File: src/rtl/axis_uart_tx_arbiter.sv
// axis_uart_tx_arbiter: round-robin arbiter that shares one UART transmit
// stream between NUM_PORTS AXI-Stream requesters. A requester keeps the grant
// until it sends tlast or MAX_BURST beats. This keeps one source's bytes out of
// another source's packet on the serial line.
// Optional feature: define AXIS_UART_ARB_ID_HEADER_EN to send a source-tag
// byte (8'hA0 | port index) ahead of every burst.
module axis_uart_tx_arbiter #(
    parameter int NUM_PORTS      = 4,
    parameter int AXI_DATA_WIDTH = 8,
    parameter int MAX_BURST      = 16
) (
    input  logic                                aclk,
    input  logic                                aresetn,
    input  logic [NUM_PORTS*AXI_DATA_WIDTH-1:0] s_axis_tdata,
    input  logic [NUM_PORTS-1:0]                s_axis_tvalid,
    input  logic [NUM_PORTS-1:0]                s_axis_tlast,
    output logic [NUM_PORTS-1:0]                s_axis_tready,
    output logic [AXI_DATA_WIDTH-1:0]           m_axis_tdata,
    output logic                                m_axis_tvalid,
    input  logic                                m_axis_tready,
    output logic [NUM_PORTS-1:0]                grant,
    output logic                                busy
);

    localparam int PTR_W = (NUM_PORTS > 1) ? $clog2(NUM_PORTS) : 1;
    localparam int CNT_W = $clog2(MAX_BURST + 1);

`ifdef AXIS_UART_ARB_ID_HEADER_EN
    typedef enum logic [1:0] {IDLE, XFER, HDR} state_t;
`else
    typedef enum logic {IDLE, XFER} state_t;
`endif

    state_t               state_q, state_d;
    logic [NUM_PORTS-1:0] grant_q, grant_d;
    logic [PTR_W-1:0]     rr_ptr_q, rr_ptr_d;
    logic [CNT_W-1:0]     beat_cnt_q, beat_cnt_d;

    logic [NUM_PORTS-1:0]      pick_oh;
    logic                      pick_found;
    logic [PTR_W-1:0]          next_ptr;
    logic [AXI_DATA_WIDTH-1:0] sel_data;
    logic                      sel_valid;
    logic                      sel_last;

    // Round-robin pick: first valid port scanning rr_ptr, rr_ptr+1, ... with wrap.
    always_comb begin
        pick_oh    = '0;
        pick_found = 1'b0;
        for (int k = 0; k < NUM_PORTS; k++) begin
            for (int i = 0; i < NUM_PORTS; i++) begin
                if (!pick_found && s_axis_tvalid[i] &&
                    ((int'(rr_ptr_q) + k) % NUM_PORTS) == i) begin
                    pick_oh[i] = 1'b1;
                    pick_found = 1'b1;
                end
            end
        end
    end

    // Pass-through mux for the granted port, plus the pointer value that follows it.
    always_comb begin
        sel_data  = '0;
        sel_valid = 1'b0;
        sel_last  = 1'b0;
        next_ptr  = '0;
        for (int i = 0; i < NUM_PORTS; i++) begin
            if (grant_q[i]) begin
                sel_data  = s_axis_tdata[i*AXI_DATA_WIDTH +: AXI_DATA_WIDTH];
                sel_valid = s_axis_tvalid[i];
                sel_last  = s_axis_tlast[i];
                next_ptr  = PTR_W'((i + 1) % NUM_PORTS);
            end
        end
    end

`ifdef AXIS_UART_ARB_ID_HEADER_EN
    logic [7:0] hdr_byte;

    // Source tag for the header: 8'hA0 with the owner index OR-ed into the low bits.
    always_comb begin
        hdr_byte = 8'hA0;
        for (int i = 0; i < NUM_PORTS; i++) begin
            if (grant_q[i]) begin
                hdr_byte = 8'hA0 | 8'(i);
            end
        end
    end
`endif

    // Next-state logic and stream outputs; everything defaults to its idle value.
    always_comb begin
        state_d       = state_q;
        grant_d       = grant_q;
        rr_ptr_d      = rr_ptr_q;
        beat_cnt_d    = beat_cnt_q;
        s_axis_tready = '0;
        m_axis_tvalid = 1'b0;
        m_axis_tdata  = '0;
        case (state_q)
            IDLE: begin
                if (pick_found) begin
                    grant_d    = pick_oh;
                    beat_cnt_d = '0;
`ifdef AXIS_UART_ARB_ID_HEADER_EN
                    state_d    = HDR;
`else
                    state_d    = XFER;
`endif
                end
            end
`ifdef AXIS_UART_ARB_ID_HEADER_EN
            HDR: begin
                m_axis_tvalid = 1'b1;
                m_axis_tdata  = AXI_DATA_WIDTH'(hdr_byte);
                if (m_axis_tready) begin
                    state_d = XFER;
                end
            end
`endif
            XFER: begin
                m_axis_tdata  = sel_data;
                m_axis_tvalid = sel_valid;
                s_axis_tready = grant_q & {NUM_PORTS{m_axis_tready}};
                if (sel_valid && m_axis_tready) begin
                    if (sel_last || beat_cnt_q == CNT_W'(MAX_BURST - 1)) begin
                        state_d    = IDLE;
                        grant_d    = '0;
                        beat_cnt_d = '0;
                        rr_ptr_d   = next_ptr;
                    end else begin
                        beat_cnt_d = beat_cnt_q + CNT_W'(1);
                    end
                end
            end
            default: begin
                state_d    = IDLE;
                grant_d    = '0;
                beat_cnt_d = '0;
            end
        endcase
    end

    // State registers, cleared immediately when aresetn falls.
    always_ff @(posedge aclk or negedge aresetn) begin
        if (!aresetn) begin
            state_q    <= IDLE;
            grant_q    <= '0;
            rr_ptr_q   <= '0;
            beat_cnt_q <= '0;
        end else begin
            state_q    <= state_d;
            grant_q    <= grant_d;
            rr_ptr_q   <= rr_ptr_d;
            beat_cnt_q <= beat_cnt_d;
        end
    end

    assign grant = grant_q;
    assign busy  = (state_q != IDLE);

endmodule

File: config.mk
export PLATFORM = sky130hd
export DESIGN_NAME = axis_uart_tx_arbiter
export DESIGN_NICKNAME = d
export VERILOG_FILES = /design/src/rtl/axis_uart_tx_arbiter.sv
export SDC_FILE = /design/constraint.sdc
export NUM_CORES = 1
export LEC_CHECK = 0
export CORE_MARGIN = 2
export CORE_UTILIZATION = 41
export CTS_CLUSTER_DIAMETER = 150
export CTS_CLUSTER_SIZE = 20
export DETAILED_ROUTE_END_ITERATION = 10
export GPL_ROUTABILITY_DRIVEN = 0
export PLACE_DENSITY = 0.86
export SLEW_MARGIN = 10
export SYNTH_ARGS = -nofsm -noshare
export SYNTH_HDL_FRONTEND = slang
export SYNTH_SLANG_ARGS = --single-unit
File: constraint.sdc
create_clock -name aclk -period 3.7 [get_ports aclk]
set_clock_uncertainty 0.05 [all_clocks]
set_input_delay 0.37 -clock aclk [delete_from_list [all_inputs] [get_ports aclk]]
set_output_delay 0.37 -clock aclk [all_outputs]
set_load 0.01 [all_outputs]
==> impl_metrics.yaml, run 1 <==
sta:
  maxSlewViolCount: 0
  relSlewSlack_pct: 41.9
  rsz0062_at_grt: "false"
  finalSetupViolCount: 0
  max_freq_mhz: 334
  fin_crit_sh_pct: 80.8
  fin_crit_ps: 2990
  worst_pin_slew_ps: 872
  hold_viol: 0
  fin_tns_setup_ps: 0
cells_and_area:
  drive_gt1_share_pct: 5.29
  n_antenna_cell: 0
  instances_no_fill: 219
  area_growth_pct: 60.5
  utilization_pct: 68.8
  final_nets: 236
logic_synthesis:
  yosys_most_used_dff: "dfrtp_1"
  yosys.area.top_type: "dfrtp_1"
  yosys-top-cells-count: "a21oi_1, nor2_1, dfrtp_1"
  avgSynthCellArea_um2: 7.78
  async_reset_ff_share_pct: 100
  synth_top_area_share_pct: 28.8
  yosys_warnings: 0
  ys_top_cells_by_area: "dfrtp_1, a21oi_1, nor2_1"
  synth_edf_count: 0
  synth_area_um2: 1040
  syn-instance-count: 134
  syn-num-nets: 179
  synthDistinctLibCells: 37
  yosysSeqAreaShare_pct: 28.8
  synth-seq-cells: 12
grt:
  grt_max_degree: 28
  grt_overflow: 0
  grt_pass1_wl_um: 5300
  grt_usage_pct: 24.5
  grt_pass1_vias: 1195
  antenna_found_initial: 0
die:
  row_count: 18
  die_area_um2: 2960
  num_io_pins: 61
  dieHeight_um: 54.4
  die_w_um: 54.4
  placeableCoreArea_um2: 2430
  initial_core_util_pct: 42.8
pwr:
  powerDensity_nw_per_um2: 231
  p_leak_nw: 0.691
  worst_ir_drop_vdd_uv: 293
worst_setup_path:
  endpoint_kind: "output port"
  cp-start-kind: "flop"
  worstPathArrival_ps: 2570
  cp.required_ps: 3280
  path_class: "flop to output port"
  cp_max_fo: 18
clocking:
  insertion_delay_ps: 280
  post_cts_buffers: 0
  cts_tree: "done"
  htree_levels: 1
  cts_buffers: 3
  clk_pin_slew_ps: 80
  root_buffer: "clkbuf_4"
  cts_resized: 0
  clkSinkCount: 12
  cts_buffer_depth: 2
  cts_hold_buf: 0
drt:
  via_count: 1295
  drc_errors: 0
  wl_um: 3620
  routed_via_density: 5.91
  dr.pass1.iters: 4
  antenna_left: 0
  dr.first_iter.drc_count: 21
  drt-wirelength-per-cell_um: 16.5
placement:
  port_buffers: 60
  dpl.hpwl_um: 2740
  dpl.cell_count: 216
run:
  drv_cap: 0
outcome:
  status: "completed"
min_path:
  holdCritPathClass: "input port to async pin"
==> layout make-up <==
class	instances	area [µm²]
multi-input cells	109	693
flip-flops and latches	12	300
inverters	5	18.8
fillers	216	759
well taps	30	37.5
repair buffers	60	601
clock buffers	3	22.5
==> metrics by stage <==
stage / power [W] / instance area, µm² / setup slack (ps) / hold WS [ps]
floorplan: 0.000228 / 1040 / 1870 / 24.4
global placement: 0.000300 / 1650 / 1150 / 412
detailed placement: 0.000307 / 1650 / 1090 / 425
CTS: 0.000387 / 1670 / 786 / 414
global route: 0.000408 / 1670 / 500 / 442
finish: 0.000387 / 1670 / 709 / 393
==> metal layers <==
| metal | routed length [µm] | GRT usage (%) | up-vias | share of wire [%] |
|---|---|---|---|---|
| met5 | 0 | 0 | - | 0 |
| met3 | 431 | 6.83 | 9 | 12 |
| met1 | 1390 | 26.7 | 606 | 38 |
| met4 | 62 | 10.0 | 0 | 1.7 |
| met2 | 1740 | 44.2 | 68 | 48 |
| li1 | - | - | 612 | - |
==> report_power, final <==
| part | internal, W | leakage [nW] | total, W | switching [W] |
|---|---|---|---|---|
| Sequential | 0.000150 | 0.141 | 0.000173 | 0.0000229 |
| Clock | 0.0000378 | 0.0138 | 0.0000823 | 0.0000445 |
| Combinational | 0.0000828 | 0.536 | 0.000132 | 0.0000494 |
| Total | 0.000270 | 0.691 | 0.000387 | 0.000117 |
==> worst max-delay path, cell delays in order (launching register included) <==
cell             delay [ps]
dfrtp_1                 580
nor2b_1                 520
a221oi_1                150
nor3_1                  170
a21oi_1                  80
nor2_1                  210
clkdlybuf4s50_1         570
==> state kept, by name, summed over array words and instances (netlist names) <==
| name | count |
|---|---|
| rr_ptr_q | 2 |
| beat_cnt_q | 5 |
| busy | 1 |
| grant | 4 |
==> cells in the final DEF, fill, tap and decap left out, types with 3 or more instances in the layout <==
cell             synthesis  final
nor3_1                   7      7
nor2b_1                  9      9
dfrtp_1                 12     12
nor2_1                  18     18
a21oi_1                 18     18
clkbuf_4                 0      3
nand3b_1                 3      3
o22ai_1                  3      3
clkdlybuf4s50_1          0     60
a221oi_1                 7      7
inv_1                    5      5
nand2_1                  7      7
and3_1                   5      5
==> worst paths after layout <==
check,startpoint,endpoint,slack [ps],depth (start not counted)
setup reg to reg,grant[2]$_DFFE_PN0P_,beat_cnt_q[3]$_DFFE_PN0P_,1510,5
hold / removal,aresetn,grant[3]$_DFFE_PN0P_,390,1
min in group aclk,beat_cnt_q[4]$_DFFE_PN0P_,beat_cnt_q[4]$_DFFE_PN0P_,440,2
hold reg to reg,beat_cnt_q[4]$_DFFE_PN0P_,beat_cnt_q[4]$_DFFE_PN0P_,440,2
max in group asynchronous,aresetn,beat_cnt_q[4]$_DFFE_PN0P_,2840,1
setup / recovery,grant[1]$_DFFE_PN0P_,m_axis_tdata[7],710,6
==> cell families after synthesis <==
logic type / after synthesis / share of synthesized area (%)
AOI/OAI and AO/OA: 48 / 34.2
DFF: 12 / 28.8
and+or+nand+nor: 58 / 28.9
adders and majority gates: 2 / 2.40
buffers and inverters: 13 / 4.68
muxes: 1 / 0.960
(Power assumes the default switching activity.)
==> run 2: changes to the inputs <==
- CORE_UTILIZATION: 41 -> 38
- PLACE_DENSITY: 0.86 -> 0.81
- clock period: 3.7 -> 2.8 ns (I/O delays scaled with it)
==> impl_metrics.yaml, run 2 (synthesized netlist as in run 1, its figures left out) <==
outcome:
  status: "completed"
min_path:
  holdCritPathClass: "input port to async pin"
grt:
  grt_pass1_wl_um: 5820
  met2_usage_pct: 40.3
  busiest_layer: "met2"
  antenna_found_initial: 0
  grt.met1_usage_pct: 27.5
  met3_usage_pct: 2.53
  grt_overflow: 0
  grt_max_degree: 18
  grt_usage_pct: 22.4
  grt_pass1_vias: 1242
clocking:
  insertion_delay_ps: 270
  root_buffer: "clkbuf_4"
  cts_hold_buf: 0
  post_cts_buffers: 0
  htree_levels: 1
  cts_tree: "done"
  cts_buffers: 3
  clk_pin_slew_ps: 80
  cts_buffer_depth: 2
  clkSinkCount: 12
cells_and_area:
  largest_reg_flops: 5
  utilization_pct: 67.3
  area_growth_pct: 64.2
  n_antenna_cell: 0
  fillers: 232
  drive_gt1_share_pct: 7.77
  largest-register: "beat_cnt_q"
  regArea_um2: 300
  final_nets: 239
  final_common_cell: "clkdlybuf4s50_1"
  instances_no_fill: 223
  layout_common_cells: "clkdlybuf4s50_1, a21oi_1, nor2_1, dfrtp_1, nor2b_1"
  multi_input_area_um2: 696
sta:
  maxSlewViolCount: 0
  fin_crit_sh_pct: 89.3
  finalSetupViolCount: 0
  hold_slack_ps: 319
  rsz0062_at_grt: "false"
  relSlewSlack_pct: 62.6
  max_freq_mhz: 400
  fin_tns_setup_ps: 0
  hold_viol: 0
  fin_crit_ps: 2500
  worst_pin_slew_ps: 559
drt:
  dr.first_iter.drc_count: 64
  antenna_left: 0
  wl_um: 3580
  drc_errors: 0
  dr.pass1.iters: 4
  via_count: 1300
  drt-wirelength-per-cell_um: 16.1
  routed_via_density: 5.83
die:
  num_io_pins: 61
  placeableCoreArea_um2: 2540
  dieHeight_um: 56.4
  initial_core_util_pct: 41.0
  row_count: 18
  die_area_um2: 3180
  die_w_um: 56.4
placement:
  port_buffers: 60
  dpl.cell_count: 219
  dpl.hpwl_um: 2890
worst_setup_path:
  crit_buf_inv: 1
  crit_path_top_delay_cell: "clkdlybuf4s50_1"
  path_depth: 6
  cp_max_fo: 8
  reg2reg_setup_slack_ps: 770
  worstPathArrival_ps: 2170
  cp.required_ps: 2470
  r2r_end: "beat_cnt_q[3]$_DFFE_PN0P_"
  path_class: "flop to output port"
  cp-start-kind: "flop"
  endpoint_kind: "output port"
  endpoint: "m_axis_tdata[2]"
  slowest_delay_ps: 560
  crit_family: "simple AND/OR/NAND/NOR gates"
  critPathLaunch: "grant[0]$_DFFE_PN0P_"
  crit_path_cell_trace: "nor2b_2 > a221oi_1 > nor3_1 > a21oi_1 > nor2_1 > clkdlybuf4s50_1"
  ff2ff_path_depth: 6
  r2r_start: "beat_cnt_q[0]$_DFFE_PN0P_"
pwr:
  worst_ir_drop_vdd_uv: 378
  p_leak_nw: 0.715
  power_w: 0.000542
  powerDensity_nw_per_um2: 316
run:
  drv_cap: 0
-- run 2: final cells by class --
cell class                 count  share of cell area, %
sequential                    12                   17.5
multi-input combinational    109                   40.6
timing repair buffer          63                   36.4
clock buffer                   4                   2.12
tap                           30                   2.19
inverter                       5                   1.10
-- run 2: power by group --
group | switching (W) | internal, W
clock | 0.0000584 | 0.0000789
sequential | 0.0000246 | 0.000198
combinational | 0.0000703 | 0.000111
-- run 2: metrics by stage --
step                instance area (µm²)  setup WS (ps)
finish                             1710            298
global route                       1710            117
CTS                                1710            111
detailed placement                 1670            418
global placement                   1670            464
floorplan                          1040            975
-- run 2: worst reg2reg max path, cell delays in order, from the launching register on --
cell      delay, ps
dfrtp_1         420
ha_1            240
and3_1          190
ha_1            210
a2111o_1        480
nor2_1          220
a221o_1         170
-- run 2: worst min-delay path by stage --
| stage | slack [ps] | to |
|---|---|---|
| final | 320 | beat_cnt_q[2]$_DFFE_PN0P_ |
| after global routing | 360 | beat_cnt_q[2]$_DFFE_PN0P_ |
| after CTS | 330 | beat_cnt_q[2]$_DFFE_PN0P_ |
| after detailed placement | 430 | beat_cnt_q[4]$_DFFE_PN0P_ |
| after global placement | 410 | beat_cnt_q[4]$_DFFE_PN0P_ |
| after floorplan | -70 | beat_cnt_q[0]$_DFFE_PN0P_ |
-- run 2: metal layers --
| layer | vias up | part of all wire [%] |
|---|---|---|
| met2 | 46 | 52 |
| met1 | 619 | 41 |
| li1 | 623 | - |
| met3 | 12 | 4.5 |
| met5 | - | 0 |
| met4 | 0 | 2.4 |
-- run 2: what timing repair did --
item / 4_1_cts / 5_1_grt
resized for setup: 0 / 1
endpoints found under the hold margin: 0 / 0
setup endpoints to repair: 0 / 7
